<file path="config.mk">
export PLATFORM = sky130hd
export DESIGN_NAME = seq_det_scheduler
export DESIGN_NICKNAME = d
export VERILOG_FILES = /design/src/rtl/seq_det_scheduler.sv
export SDC_FILE = /design/constraint.sdc
export NUM_CORES = 1
export LEC_CHECK = 0
export ABC_CLOCK_PERIOD_IN_PS = 2800
export CORE_ASPECT_RATIO = 0.75
export CORE_UTILIZATION = 35
export CTS_BUF_LIST = sky130_fd_sc_hd__clkbuf_16
export DETAILED_ROUTE_END_ITERATION = 10
export DONT_BUFFER_PORTS = 1
export PLACE_DENSITY_LB_ADDON = 0.12
export SLEW_MARGIN = 30
export SYNTH_ARGS = -nofsm -noshare
export SYNTH_HDL_FRONTEND = slang
export SYNTH_SLANG_ARGS = --single-unit
</file>
<file path="constraint.sdc">
create_clock -name clk -period 2.8 [get_ports clk]
set_clock_uncertainty 0.05 [all_clocks]
set_input_delay 0.84 -clock clk [delete_from_list [all_inputs] [get_ports clk]]
set_output_delay 0.84 -clock clk [all_outputs]
set_load 0.005 [all_outputs]
</file>
<file path="src/rtl/seq_det_scheduler.sv">
// Purpose : time-shares one external 4-in-a-row serial run detector among N_REQ
//           requesters; a round-robin arbiter picks a word, clears the detector,
//           streams the word LSB first and counts the cycles where det_z is high.
// Latency : gnt to done = WORD_W+4 cycles; back-to-back grants are WORD_W+5 apart.
// Backpressure: requests are only granted in IDLE; a requester holds req/req_data
//           until its gnt pulse, and a req dropped before its gnt is simply lost.
//
// Ports
//   clk, reset          clock (posedge) and asynchronous active-high reset
//   req, req_data       per-requester request level and word (k at [k*WORD_W +: WORD_W])
//   gnt                 one-hot pulse, word captured this cycle
//   busy                high from the cycle after gnt through the DONE cycle
//   done, done_id       result-valid pulse and requester index of that result
//   hit_count, hit      number of sampled cycles with det_z=1, and hit_count != 0
//   det_clr, det_w      registered reset and serial data to the detector
//   det_z               detector output, lagging det_w by two cycles
module seq_det_scheduler #(
  parameter int N_REQ  = 4,
  parameter int WORD_W = 16,
  localparam int CNT_W = $clog2(WORD_W + 1),
  localparam int ID_W  = $clog2(N_REQ)
) (
  input  logic                      clk,
  input  logic                      reset,
  input  logic [N_REQ-1:0]          req,
  input  logic [N_REQ*WORD_W-1:0]   req_data,
  output logic [N_REQ-1:0]          gnt,
  output logic                      busy,
  output logic                      done,
  output logic [ID_W-1:0]           done_id,
  output logic [CNT_W-1:0]          hit_count,
  output logic                      hit,
  output logic                      det_clr,
  output logic                      det_w,
  input  logic                      det_z
);

  typedef enum logic [2:0] {
    IDLE  = 3'd0,
    CLEAR = 3'd1,
    SHIFT = 3'd2,
    DRAIN = 3'd3,
    DONE  = 3'd4
  } state_t;

  state_t              state;
  state_t              next_state;
  logic [ID_W-1:0]     last_ptr;
  logic [ID_W-1:0]     gnt_idx;
  logic [ID_W-1:0]     cur_id;
  logic                gnt_any;
  logic                take;
  logic                sample;
  logic [WORD_W-1:0]   sreg;
  logic [WORD_W-1:0]   words [N_REQ];
  logic [CNT_W-1:0]    cnt;
  logic [CNT_W-1:0]    acc;
  logic [CNT_W-1:0]    acc_next;
  int                  arb_k;

  for (genvar g = 0; g < N_REQ; g++) begin : g_words
    assign words[g] = req_data[g*WORD_W +: WORD_W];
  end

  // Round-robin search starting just after the last granted index.
  always_comb begin
    gnt_any = 1'b0;
    gnt_idx = '0;
    arb_k   = 0;
    for (int i = 1; i <= N_REQ; i++) begin
      arb_k = (int'(last_ptr) + i) % N_REQ;
      if (!gnt_any && req[arb_k[ID_W-1:0]]) begin
        gnt_any = 1'b1;
        gnt_idx = arb_k[ID_W-1:0];
      end
    end
  end

  always_comb begin
    next_state = IDLE;
    gnt        = '0;
    take       = 1'b0;
    case (state)
      IDLE: begin
        if (gnt_any) begin
          gnt[gnt_idx] = 1'b1;
          take         = 1'b1;
          next_state   = CLEAR;
        end else begin
          next_state = IDLE;
        end
      end
      CLEAR: next_state = SHIFT;
      SHIFT: next_state = (cnt == CNT_W'(WORD_W - 1)) ? DRAIN : SHIFT;
      DRAIN: next_state = (cnt == CNT_W'(1)) ? DONE : DRAIN;
      DONE:  next_state = IDLE;
      default: next_state = IDLE;
    endcase
  end

  assign busy = (state == CLEAR) || (state == SHIFT) || (state == DRAIN) || (state == DONE);

  // det_z lags det_w by two cycles, so SHIFT cycles 0/1 still show the cleared
  // history; the last two word bits only appear during DRAIN.
  assign sample   = ((state == SHIFT) && (cnt >= CNT_W'(2))) || (state == DRAIN);
  assign acc_next = (sample && det_z && (acc != CNT_W'(WORD_W))) ? acc + 1'b1 : acc;

  always_ff @(posedge clk or posedge reset) begin
    if (reset) begin
      state     <= IDLE;
      last_ptr  <= ID_W'(N_REQ - 1);
      cur_id    <= '0;
      sreg      <= '0;
      cnt       <= '0;
      acc       <= '0;
      done      <= 1'b0;
      done_id   <= '0;
      hit_count <= '0;
      hit       <= 1'b0;
      det_w     <= 1'b0;
      det_clr   <= 1'b1;
    end else begin
      state   <= next_state;
      done    <= (next_state == DONE);
      // Driven from next_state so the detector pins are clean flop outputs
      // that line up with the state they belong to.
      det_clr <= (next_state == IDLE) || (next_state == CLEAR) || (next_state == DONE);

      if (take) begin
        sreg     <= words[gnt_idx];
        cur_id   <= gnt_idx;
        last_ptr <= gnt_idx;
      end else if (next_state == SHIFT) begin
        sreg <= sreg >> 1;
      end

      det_w <= (next_state == SHIFT) ? sreg[0] : 1'b0;

      if (state != next_state) begin
        cnt <= '0;
      end else begin
        cnt <= cnt + 1'b1;
      end

      if (state == CLEAR) begin
        acc <= '0;
      end else begin
        acc <= acc_next;
      end

      // Fold in the final DRAIN sample as the result is published.
      if ((state == DRAIN) && (next_state == DONE)) begin
        hit_count <= acc_next;
        hit       <= (acc_next != '0);
        done_id   <= cur_id;
      end
    end
  end

endmodule

</file>
==> flow_metrics.py <==
metrics = {
    "clocking": {
        "htreeDepth": 2,
        "cts_tree": "built",
        "clk_latency_ns": 0.28,
        "clk_pin_slew_worst_paths_ns": 0.06,
        "numCtsBuffers": 5,
        "clockBufferDepth": 2,
        "cts.sink_count": 44,
        "root_buffer": "clkbuf_16",
    },
    "pwr": {
        "p_per_area_nw_per_um2": 1120,
        "max-vdd-ir-drop_mv": 0.327,
        "p_leak_nw": 1.30,
    },
    "timing": {
        "tightest_slew_ns": 0.571,
        "finalCriticalPeriod_ns": 2.72,
        "hold_viol_final": 0,
        "fin_crit_sh_pct": 97.0,
        "final.setup.tns_ns": 0,
        "relSlewSlack_pct": 61.9,
        "setup_viol": 0,
        "fmax_mhz": 368,
        "fin_ws_ns": 0.0840,
        "slew_viol_final": 0,
    },
    "worst_setup_path": {
        "worst-endpoint-arrival_ns": 1.83,
        "critPathRequiredTime_ns": 1.91,
        "path_cells": "nor4_2, nor4_4, nand2_1, nor2_1",
        "slowest_stage": "nor4_4",
        "startpoint_type": "input port",
        "r2r-start": "cnt[0]$_DFF_PP0_",
        "end_kind": "output pin",
        "cp_max_fo": 7,
        "r2r-end": "hit$_DFFE_PP0P_",
        "crit_path_max_incr_delay_ns": 0.52,
        "r2r_setup_slack_ns": 0.53,
        "r2r_cells": 7,
        "crit_type": "in -> out",
    },
    "placed_design": {
        "place.gp.congestion": 0.786,
        "dp.cells": 373,
        "dp_slack_ns": 0.0353,
        "port_buffers": 0,
        "dp_hpwl_mm": 5.16,
        "placed_area_um2": 2900,
    },
    "yosys": {
        "netlist_top_cells_area": "dfrtp_1 (37%), mux2i_1 (6.9%), nor2_1 (4.4%)",
        "netlist.area_leader.share_pct": 37.2,
        "syn_nets": 350,
        "seq_area_frac_synth_pct": 40.1,
        "avgSynthCellArea_um2": 10.1,
        "ys_types": 55,
        "syn_area_um2": 2760,
        "synthArstFlopShare_pct": 100,
        "netlist_instances": 273,
        "synth_flop_cell": "dfrtp_1",
        "yosys_register_bits": 44,
        "yosys_warnings": 0,
        "synth_edf_count": 0,
        "yosysTopAreaCell": "dfrtp_1",
    },
    "job": {
        "maxCapViolCount": 0,
    },
    "cells_and_area": {
        "fillers": 741,
        "nets": 360,
        "diodes": 0,
        "stdcell_count": 385,
        "drive_gt1_share_pct": 19.4,
        "fin_area_um2": 3100,
        "area_delta_synth_final_pct": 12.5,
    },
    "grt": {
        "grt_util_all_layers_pct": 17.3,
        "grt_max_degree": 45,
        "grt_pass1_vias": 2037,
        "grt_pass1_wl_mm": 10.8,
        "antenna_found_initial": 0,
        "grt-ovfl-total": 0,
    },
    "route": {
        "num_vias": 2204,
        "antenna_left": 0,
        "via_per_inst": 5.72,
        "drtIter0Drc": 65,
        "drc": 0,
        "routed_wirelength_mm": 7.15,
        "dr.pass1.iters": 4,
        "wire_per_inst_um": 18.6,
    },
    "floorplan": {
        "fp-row-count": 27,
        "die_area_um2": 8230,
        "die_w_um": 104,
        "io_pins": 87,
        "die_h_um": 78.8,
        "core_area_um2": 7470,
        "initial_core_util_pct": 36.9,
    },
    "hold_path": {
        "hold_depth": 2,
        "hold_class": "reg -> reg",
        "holdPathEnd": "cur_id[1]$_DFFE_PP0P_",
        "hp-start": "cur_id[1]$_DFFE_PP0P_",
    },
    "run_status": {
        "status": "finished clean",
    },
}
[where the power goes]
part           internal [W]  leakage [nW]  switching (W)
logic              0.000734         0.674       0.000924
clock network      0.000416        0.0850       0.000236
registers          0.000934         0.543       0.000218
[cell type report]
class / count / area (um2) / share of cell area [%]
multi-input cells: 204 / 1520 / 49.2
flip-flops and latches: 44 / 1100 / 35.6
repair buffers: 20 / 150 / 4.84
well taps: 101 / 126 / 4.08
clock buffers: 5 / 125 / 4.04
clock inverters: 3 / 38.8 / 1.25
inverters: 8 / 30.0 / 0.969
[worst max-delay path: cells and delay by family]
family           cells  cell delay (ns)
and+or+nand+nor      4             0.99
[state kept, by name, summed over array words and instances, names as in the netlist]
signal,flops
sreg,16
acc,5
cnt,5
hit_count,5
state,3
cur_id,2
done_id,2
last_ptr,2
det_clr,1
det_w,1
done,1
hit,1
[how the worst max path moves through the flow]
stage | from | end | slack, ns | depth (start not counted)
5_1_grt | req[0] | gnt[1] | -0.002 | 4
6_report | req[0] | gnt[0] | 0.08 | 4
3_3_place_gp | req[0] | gnt[3] | 0.05 | 4
4_1_cts | req[0] | gnt[3] | 0.04 | 4
2_1_floorplan | req[1] | gnt[2] | 0.02 | 5
3_5_place_dp | req[0] | gnt[3] | 0.04 | 4
[logic make-up after synthesis]
kind of cell	share of synthesized area, %
multiplexers	8.13
AND/OR/NAND/NOR	18.3
flip-flops	40.1
AO/OA/AOI/OAI	23.9
adder cells (fa/ha/maj)	2.72
XOR/XNOR	1.91
buffers and inverters	4.95
[metrics by stage]
step	util [%]	hold WS [ns]	power (W)
after detailed placement	38.8	0.426	0.00280
after global routing	41.5	0.466	0.00374
after CTS	41.0	0.443	0.00346
final	41.5	0.440	0.00346
after global placement	38.8	0.433	0.00278
after floorplan	-	0.391	0.00241
[routing by layer]
layer | part of all wire (%) | GRT usage, %
met3 | 5.4 | 4.19
met2 | 43 | 23.9
met4 | 0.39 | 4.86
met1 | 51 | 26.2
met5 | 0 | 0
[cell usage in the layout (no fill, tap or decap), types with 2 or more instances in the layout]
cell type and n:
a211oi_1 2, a21bo_1 9, a21bo_2 5, a21o_1 2, a21oi_1 8, a22oi_1 14, and2_1 2, buf_4 20
clkbuf_16 5, dfrtp_1 41, dfstp_2 3, ha_1 6, inv_1 8, mux2_2 3, mux2i_1 19, nand2_1 10
nand2b_1 3, nand3_1 5, nand4_1 14, nor2_1 31, nor2_2 2, nor2b_1 3, nor3_1 2, nor3_2 2
o211ai_1 14, o21a_1 3, o21ai_1 2, o31ai_1 14, xnor2_1 4, xor2_1 2
[synthesized netlist by cell type (all sizes together), types with 4 or more instances]
master	instances
buf	11
xnor2	4
clkbuf	6
ha	6
a21oi	10
nand4	14
o31ai	14
o211ai	14
a22oi	14
a21bo	14
mux2i	19
nand3	6
dfrtp	41
nor2	33
nand2	10
inv	8
nor3	5
[repair_timing]
action / in CTS / in global routing
gates resized for setup: 0 / 2
setup endpoints to repair: 0 / 1
hold buffers: 0 / 0
buffers inserted: 0 / 4
Power figures use the tool's default switching activity.
